### src/rtl/byte_serializer.sv
// Byte-to-serial UART-style transmitter: pulls bytes from an upstream FIFO and
// sends start bit, 8 data bits LSB first, optional even parity, and a stop bit.
module byte_serializer #(
   parameter int CLKS_PER_BIT = 16,
   parameter bit PARITY_EN    = 1'b0
) (
   input  logic       clk,
   input  logic       reset,
   input  logic       enable,
   input  logic       fifo_empty,
   input  logic [7:0] fifo_data,
   output logic       pop,
   output logic       tx,
   output logic       busy,
   output logic       done,
   output logic [7:0] frame_count
);

   localparam logic [2:0] S_IDLE   = 3'd0;
   localparam logic [2:0] S_START  = 3'd1;
   localparam logic [2:0] S_DATA   = 3'd2;
   localparam logic [2:0] S_PARITY = 3'd3;
   localparam logic [2:0] S_STOP   = 3'd4;

   localparam logic [7:0] BAUD_LAST = 8'(CLKS_PER_BIT - 1);

   logic [2:0] state_q, state_d;
   logic [7:0] baud_q, baud_d;
   logic [2:0] bit_idx_q, bit_idx_d;
   logic [7:0] shift_q, shift_d;
   logic       tx_q, tx_d;
   logic       pop_q, pop_d;
   logic       busy_q, busy_d;
   logic       done_q, done_d;
   logic [7:0] frame_count_q, frame_count_d;

   logic baud_last;
   assign baud_last = (baud_q == BAUD_LAST);

   always_comb begin
      // NOTE: every variable gets a default first so no path leaves it unassigned (no latches).
      state_d       = state_q;
      baud_d        = baud_q + 8'd1;
      bit_idx_d     = bit_idx_q;
      shift_d       = shift_q;
      pop_d         = 1'b0;
      done_d        = 1'b0;
      frame_count_d = frame_count_q;

      case (state_q)
         S_IDLE: begin
            baud_d = 8'd0;
            if (enable && !fifo_empty) begin
               shift_d = fifo_data;
               state_d = S_START;
               pop_d   = 1'b1;
            end
         end
         S_START: begin
            if (baud_last) begin
               baud_d    = 8'd0;
               bit_idx_d = 3'd0;
               state_d   = S_DATA;
            end
         end
         S_DATA: begin
            if (baud_last) begin
               baud_d = 8'd0;
               if (bit_idx_q == 3'd7) begin
                  bit_idx_d = 3'd0;
                  state_d   = PARITY_EN ? S_PARITY : S_STOP;
               end else begin
                  bit_idx_d = bit_idx_q + 3'd1;
               end
            end
         end
         S_PARITY: begin
            if (baud_last) begin
               baud_d  = 8'd0;
               state_d = S_STOP;
            end
         end
         S_STOP: begin
            if (baud_last) begin
               baud_d        = 8'd0;
               state_d       = S_IDLE;
               done_d        = 1'b1;
               frame_count_d = frame_count_q + 8'd1;
            end
         end
         default: begin
            baud_d  = 8'd0;
            state_d = S_IDLE;
         end
      endcase

      // Outputs are derived from the next state so they are registered yet cycle-aligned.
      case (state_d)
         S_START:  tx_d = 1'b0;
         S_DATA:   tx_d = shift_d[bit_idx_d];
         S_PARITY: tx_d = ^shift_d;
         default:  tx_d = 1'b1;
      endcase
      busy_d = (state_d != S_IDLE);
   end

   always_ff @(posedge clk or posedge reset) begin
      if (reset) begin
         // NOTE: the shift register is a plain datapath register, cleared on reset so a restart never leaks old data.
         state_q       <= S_IDLE;
         baud_q        <= 8'd0;
         bit_idx_q     <= 3'd0;
         shift_q       <= 8'd0;
         tx_q          <= 1'b1;
         pop_q         <= 1'b0;
         busy_q        <= 1'b0;
         done_q        <= 1'b0;
         frame_count_q <= 8'd0;
      end else begin
         // NOTE: non-blocking assignments so every register samples pre-edge values.
         state_q       <= state_d;
         baud_q        <= baud_d;
         bit_idx_q     <= bit_idx_d;
         shift_q       <= shift_d;
         tx_q          <= tx_d;
         pop_q         <= pop_d;
         busy_q        <= busy_d;
         done_q        <= done_d;
         frame_count_q <= frame_count_d;
      end
   end

   assign pop         = pop_q;
   assign tx          = tx_q;
   assign busy        = busy_q;
   assign done        = done_q;
   assign frame_count = frame_count_q;

endmodule

### config.mk
export PLATFORM = sky130hd
export DESIGN_NAME = byte_serializer
export DESIGN_NICKNAME = d
export VERILOG_FILES = /design/src/rtl/byte_serializer.sv
export SDC_FILE = /design/constraint.sdc
export NUM_CORES = 1
export LEC_CHECK = 0
export BUFFER_PORTS_ARGS = -buffer_cell sky130_fd_sc_hd__buf_4
export CORE_MARGIN = 8
export CORE_UTILIZATION = 40
export DETAILED_ROUTE_END_ITERATION = 6
export PLACE_DENSITY_LB_ADDON = 0.1
export SYNTH_ARGS = -nofsm -noshare
export SYNTH_HDL_FRONTEND = slang
export SYNTH_SLANG_ARGS = --single-unit
### constraint.sdc
create_clock -name clk -period 6.55 [get_ports clk]
set_input_delay 0.3275 -clock clk [delete_from_list [all_inputs] [get_ports clk]]
set_output_delay 0.3275 -clock clk [all_outputs]
set_load 0.005 [all_outputs]
After elaboration in Yosys (flattened, before gate mapping)
Index checks and enable logic that the tools add are counted.
Cells by class
  muxes and demuxes: 22
  equality and inequality tests: 9
  $lt $le $gt $ge: 1
  reduce and logical (&&, ||, !) cells: 7
  add/sub/neg operators: 3
Operators by type and width (number)
  8-bit 2-to-1 mux: 4
  3-bit 2-to-1 mux: 9
  8-bit by 1-bit adder with 8-bit output, second input constant: 2
  3-bit case mux with 5 select lines: 1
  3-bit by 2-bit equality test with 1-bit output, second input constant: 4
  8-bit by 4-bit equality test with 1-bit output, second input constant: 1
  8-bit XOR reduction: 1
  3-bit by 1-bit equality test with 1-bit output, second input constant: 2
  3-bit equality test, second input constant: 2
  3-bit case mux with 2 select lines: 1
  1-bit 2-to-1 mux: 5
  3-bit by 4-bit < comparator with 1-bit output, second input constant: 1
  4-bit OR reduction: 1
  3-bit by 1-bit adder with 3-bit output, second input constant: 1
  1-bit binary-select mux with 3-bit select: 1
  3-bit zero test: 1
  1-bit case mux with 3 select lines: 1
  3-bit nonzero test: 1
  2-bit AND reduction: 1
  1-bit logical AND: 1
  1-bit zero test: 1
Word-level totals
  word-level logic and storage cells: 51
  input port bits: 12
  register bits: 34

Logic depth before layout (Yosys ltp)
  depth in word-level cells: 7
  mapped depth: 9
  mapped depth without buffers: 9

Worst setup path before layout
Ideal clock, no wire load.
  path type: register -> register
  start point: register baud_q[4]
  end point: register tx_q (netlist: tx)
  cell stages (with the launch flop): 8
  buffers on the path: 0
  data arrival time: 2.347 ns
  data required time: 6.453 ns
  path slack: 4.105 ns
  period minus slack after synthesis: 2.445 ns
  library setup time: 0.097 ns
  path through: dfrtp_1 > or4_4 > o41ai_1 > o211ai_4 > mux2i_1 > nand2b_1 > o2111a_1 > o41ai_2
On the way
  longest elaborated chain between the ends: 6
RTL lines
  start: declaration: RTL line 28  | logic [7:0] baud_q, baud_d;
  start signal: assignment: RTL line 122  | baud_q <= baud_d;
  8-bit by 4-bit equality test with 1-bit output (*): RTL line 38  | assign baud_last = (baud_q == BAUD_LAST);
  3-bit 2-to-1 mux (on tied branches): RTL line 67, 60
  3-bit case mux with 2 select lines (*): RTL line 50  | case (state_q)
  net bit_idx_d[0]: RTL line 29  | logic [2:0] bit_idx_q, bit_idx_d;
  1-bit binary-select mux with 3-bit select (*): RTL line 100  | S_DATA: tx_d = shift_d[bit_idx_d];
  1-bit 2-to-1 mux (implied by the code) (*): RTL line 100
  1-bit case mux with 3 select lines (*): RTL line 98  | case (state_d)
  net tx_d: RTL line 31  | logic tx_q, tx_d;
  end signal: assignment: RTL line 125  | tx_q <= tx_d;
  end: declaration: RTL line 31
The timed path passes the listed nets; every way through them passes the cells marked *. The select of a mux whose other input is x is not followed.
A chain may end at the register's enable or synchronous reset.

Final worst setup path
Same ends and word-level chain as after synthesis.

==> results.yml <==
clock_tree:
  clkSinkCount: 34
  clock_tree.root_cell: "sky130_fd_sc_hd__clkbuf_8"
  clock_tree.htree_level_count: 2
  clk_latency_ps: 290
  cts_buffer_depth: 2
  cts.reportedPaths.clkPinSlew_ps: 70
  postCtsResizedCells: 0
  cts_tree: "done"
  hold_buffers: 0
  cts.repair_timing.setup_buffer_count: 0
  cts_made_buffers: 5
synth:
  syn-mean-instance-area_sq_um: 11.3
  yosysSeqAreaShare_pct: 49.1
  postSynthNetCount: 169
  yosysWarningCount: 0
  postSynth.asyncResetShare_pct: 100
  synth_ff_type: "sky130_fd_sc_hd__dfrtp_1"
  yosysUniqueCellTypes: 38
  synth-edff-count: 0
  mappedNetlistArea_sq_um: 1730
  netlist_instances: 153
  synth.ff_latch_count: 34
route:
  detail_route.iter0.violations: 95
  drc: 0
  detailedRoute.firstPassIterationCount: 4
  antenna_left: 0
  ratio_of_routed_vias_to_standard_cells: 5.06
  routed-via-count: 1174
  wl_per_cell_um: 15.1
  wirelength_um: 3500
finish:
  seq_area_sq_um: 852
  fill_count: 396
  layout-drive-gt1-share_pct: 26.1
  n_antenna_cell: 0
  nets: 195
  area_growth_pct: 18.3
  multiInputGateArea_sq_um: 847
critical_path:
  path_cells: "or4_4 -> o41ai_1 -> o211ai_4 -> mux2i_1 -> nand2b_1 -> o2111a_1 -> o41ai_2"
  cpPeakStageDelay_ps: 600
  maximum_fanout_count_along_the_critical_path: 5
  critical_path_buf_inv_count: 0
  worst_path_max_delay_cell: "sky130_fd_sc_hd__o41ai_1"
  arrival_ps: 2790
  critical-path-top-delay-family: "compound AO/OA/AOI/OAI gates"
  endpoint_kind: "flip-flop"
  critPathLaunchType: "flip-flop"
  cp_data_required_time_ps: 6740
  path_class: "flip-flop to flip-flop"
global_routing:
  grt_start_max_net_pins: 35
  gr-total-overflow: 0
  global_route.usage.total_pct: 11.7
  via_count_of_the_first_global_routing_pass: 1235
  grt_first_pass_wirelength_um: 5930
  antenna_found_initial: 0
power_and_ir_drop:
  power.share.clock_pct: 41.4
  comb_power_share_pct: 4.7
  powerDensity_nw_per_um2: 190
  switchingPower_uw: 85.1
  p_int_uw: 304
  leakage_uw: 0.000986
  vdd_ir_drop_max_mv: 0.109
  switch_share_pct: 21.9
  p_seq_share_pct: 53.9
floorplanning:
  core_area_sq_um: 4260
  boundaryPins: 24
  floorplan.initialDensity_pct: 40.7
  rows: 24
  die_area_sq_um: 6700
  die_height_um: 81.8
  die_x_um: 81.8
sta:
  max_freq_ghz: 0.385
  slew_violations: 0
  final_hold_viol_count: 0
  grt_setup_unrepaired: "false"
  setup_slack_ps: 3950
  worst_slew_pin_slew_ps: 571
  relSlewSlack_pct: 61.4
  final.min_clock_period_ps: 2600
  setup_tns_ps: 0
  layout_worst_path_cycle_share_pct: 39.7
  post_route_skew_ps: 8.14
  finalSetupViolCount: 0
place:
  io_buffer_count: 23
  place.gp.congestion: 0.846
  pre_cts_ws_ps: 3940
  dpl.hpwl_um: 2560
status:
  outcome: "complete, no violations"
job:
  cap_viol_max_count: 0
worst_hold_path:
  min_path_type: "input port to asynchronous set/reset pin"
## flip-flops by register name (all words and copies together) (netlist names)
signal,flops
baud_q,8
bit_idx_q,3
frame_count,8
state_q,3
busy,1
tx,1
done,1
shift_q,8
pop,1
## per-layer routing
metal	up-vias	wire length (um)	share of wire, %	GRT usage [%]
li1	578	-	-	-
met1	568	1560	45	13.7
met2	22	1690	48	19.0
met3	6	178	5.1	3.83
met4	0	70	2.0	5.79
met5	-	0	0	0
## stage by stage
stage / instance area [sq um] / hold WS [ps] / instances / power (uW) / util (%)
after floorplan: 1730 / 448 / 153 / 224 / -
after global placement: 1960 / 451 / 224 / 232 / 46.0
after detailed placement: 1960 / 458 / 224 / 233 / 46.0
after CTS: 2050 / 144 / 232 / 395 / 48.1
after global routing: 2050 / 173 / 232 / 409 / 48.1
final: 2050 / 135 / 232 / 389 / 48.1
## cell type report
type	count	area share (%)
Inverter	4	0.732
Multi-Input combinational cell	110	41.3
Sequential cell	34	41.5
Timing Repair Buffer	24	8.79
Tap cell	52	3.17
Clock buffer	7	4.21
Clock inverter	1	0.244
## logic make-up (layout without fill, tap and decap cells)
kind of cell / Yosys count / after routing / synth area share, %
buf+inv: 9 / 36 / 2.02
flops: 34 / 34 / 49.1
simple gates: 47 / 47 / 14.4
xor+xnor: 29 / 29 / 14.6
fa+ha+maj: 4 / 4 / 2.89
compound gates: 16 / 16 / 8.23
mux: 14 / 14 / 8.73
## power groups by stage
stage	Combinational, uW	Clock, uW	Sequential [uW]
2_1_floorplan	10.3	0	214
3_3_place_gp	18.5	0	214
3_5_place_dp	18.8	0	214
4_1_cts	18.9	167	210
5_1_grt	20.6	179	210
6_report	18.2	161	210
## tightest hold or removal path: stages
cell	delay, ps
sky130_fd_sc_hd__buf_4	100
sky130_fd_sc_hd__inv_1	40
sky130_fd_sc_hd__buf_4	380
## placed cells by master, fill, tap and decap left out, types with 2 or more instances in the layout
| cell | n |
|---|---|
| sky130_fd_sc_hd__ha_1 | 4 |
| sky130_fd_sc_hd__xnor2_1 | 21 |
| sky130_fd_sc_hd__nand3_1 | 6 |
| sky130_fd_sc_hd__nor2_1 | 14 |
| sky130_fd_sc_hd__mux2i_1 | 5 |
| sky130_fd_sc_hd__nand4_1 | 3 |
| sky130_fd_sc_hd__dfrtp_1 | 33 |
| sky130_fd_sc_hd__o41ai_2 | 2 |
| sky130_fd_sc_hd__nand2b_1 | 3 |
| sky130_fd_sc_hd__a21oi_1 | 2 |
| sky130_fd_sc_hd__buf_4 | 24 |
| sky130_fd_sc_hd__inv_1 | 4 |
| sky130_fd_sc_hd__clkbuf_8 | 6 |
| sky130_fd_sc_hd__nand2_1 | 7 |
| sky130_fd_sc_hd__and3_1 | 4 |
| sky130_fd_sc_hd__o21ai_0 | 3 |
| sky130_fd_sc_hd__mux2_2 | 9 |
| sky130_fd_sc_hd__xor2_1 | 8 |
## path summary, 6_finish.rpt
| kind | slack [ps] | startpoint | depth (start not counted) | end |
|---|---|---|---|---|
| min in group clk | 310 | fifo_data[6] | 2 | shift_q[6] |
| max in group asynchronous | 6080 | reset | 3 | tx |
| max reg2reg | 3950 | baud_q[4] | 7 | tx |
| max | 3950 | baud_q[4] | 7 | tx |
| min reg2reg | 480 | frame_count[7] | 1 | frame_count[7] |
| min | 140 | reset | 3 | bit_idx_q[0] |
## cell usage after synthesis, drive strengths merged (2+ instances only)
master / n / area, sq um
o211ai: 2 / 28.8
o21ai: 4 / 20.0
or3: 2 / 17.5
xor2: 8 / 70.1
mux2i: 5 / 50.1
o41ai: 3 / 41.3
mux2: 9 / 101
nand2: 7 / 26.3
ha: 4 / 50.1
nand4: 3 / 18.8
nor2: 14 / 52.6
dfrtp: 33 / 826
inv: 4 / 15.0
a21oi: 2 / 10.0
nand3: 6 / 30.0
clkbuf: 4 / 15.0
and3: 4 / 25.0
nand2b: 3 / 18.8
xnor2: 21 / 184
or2: 2 / 12.5
Note: power is estimated with default switching activity, not from simulation.
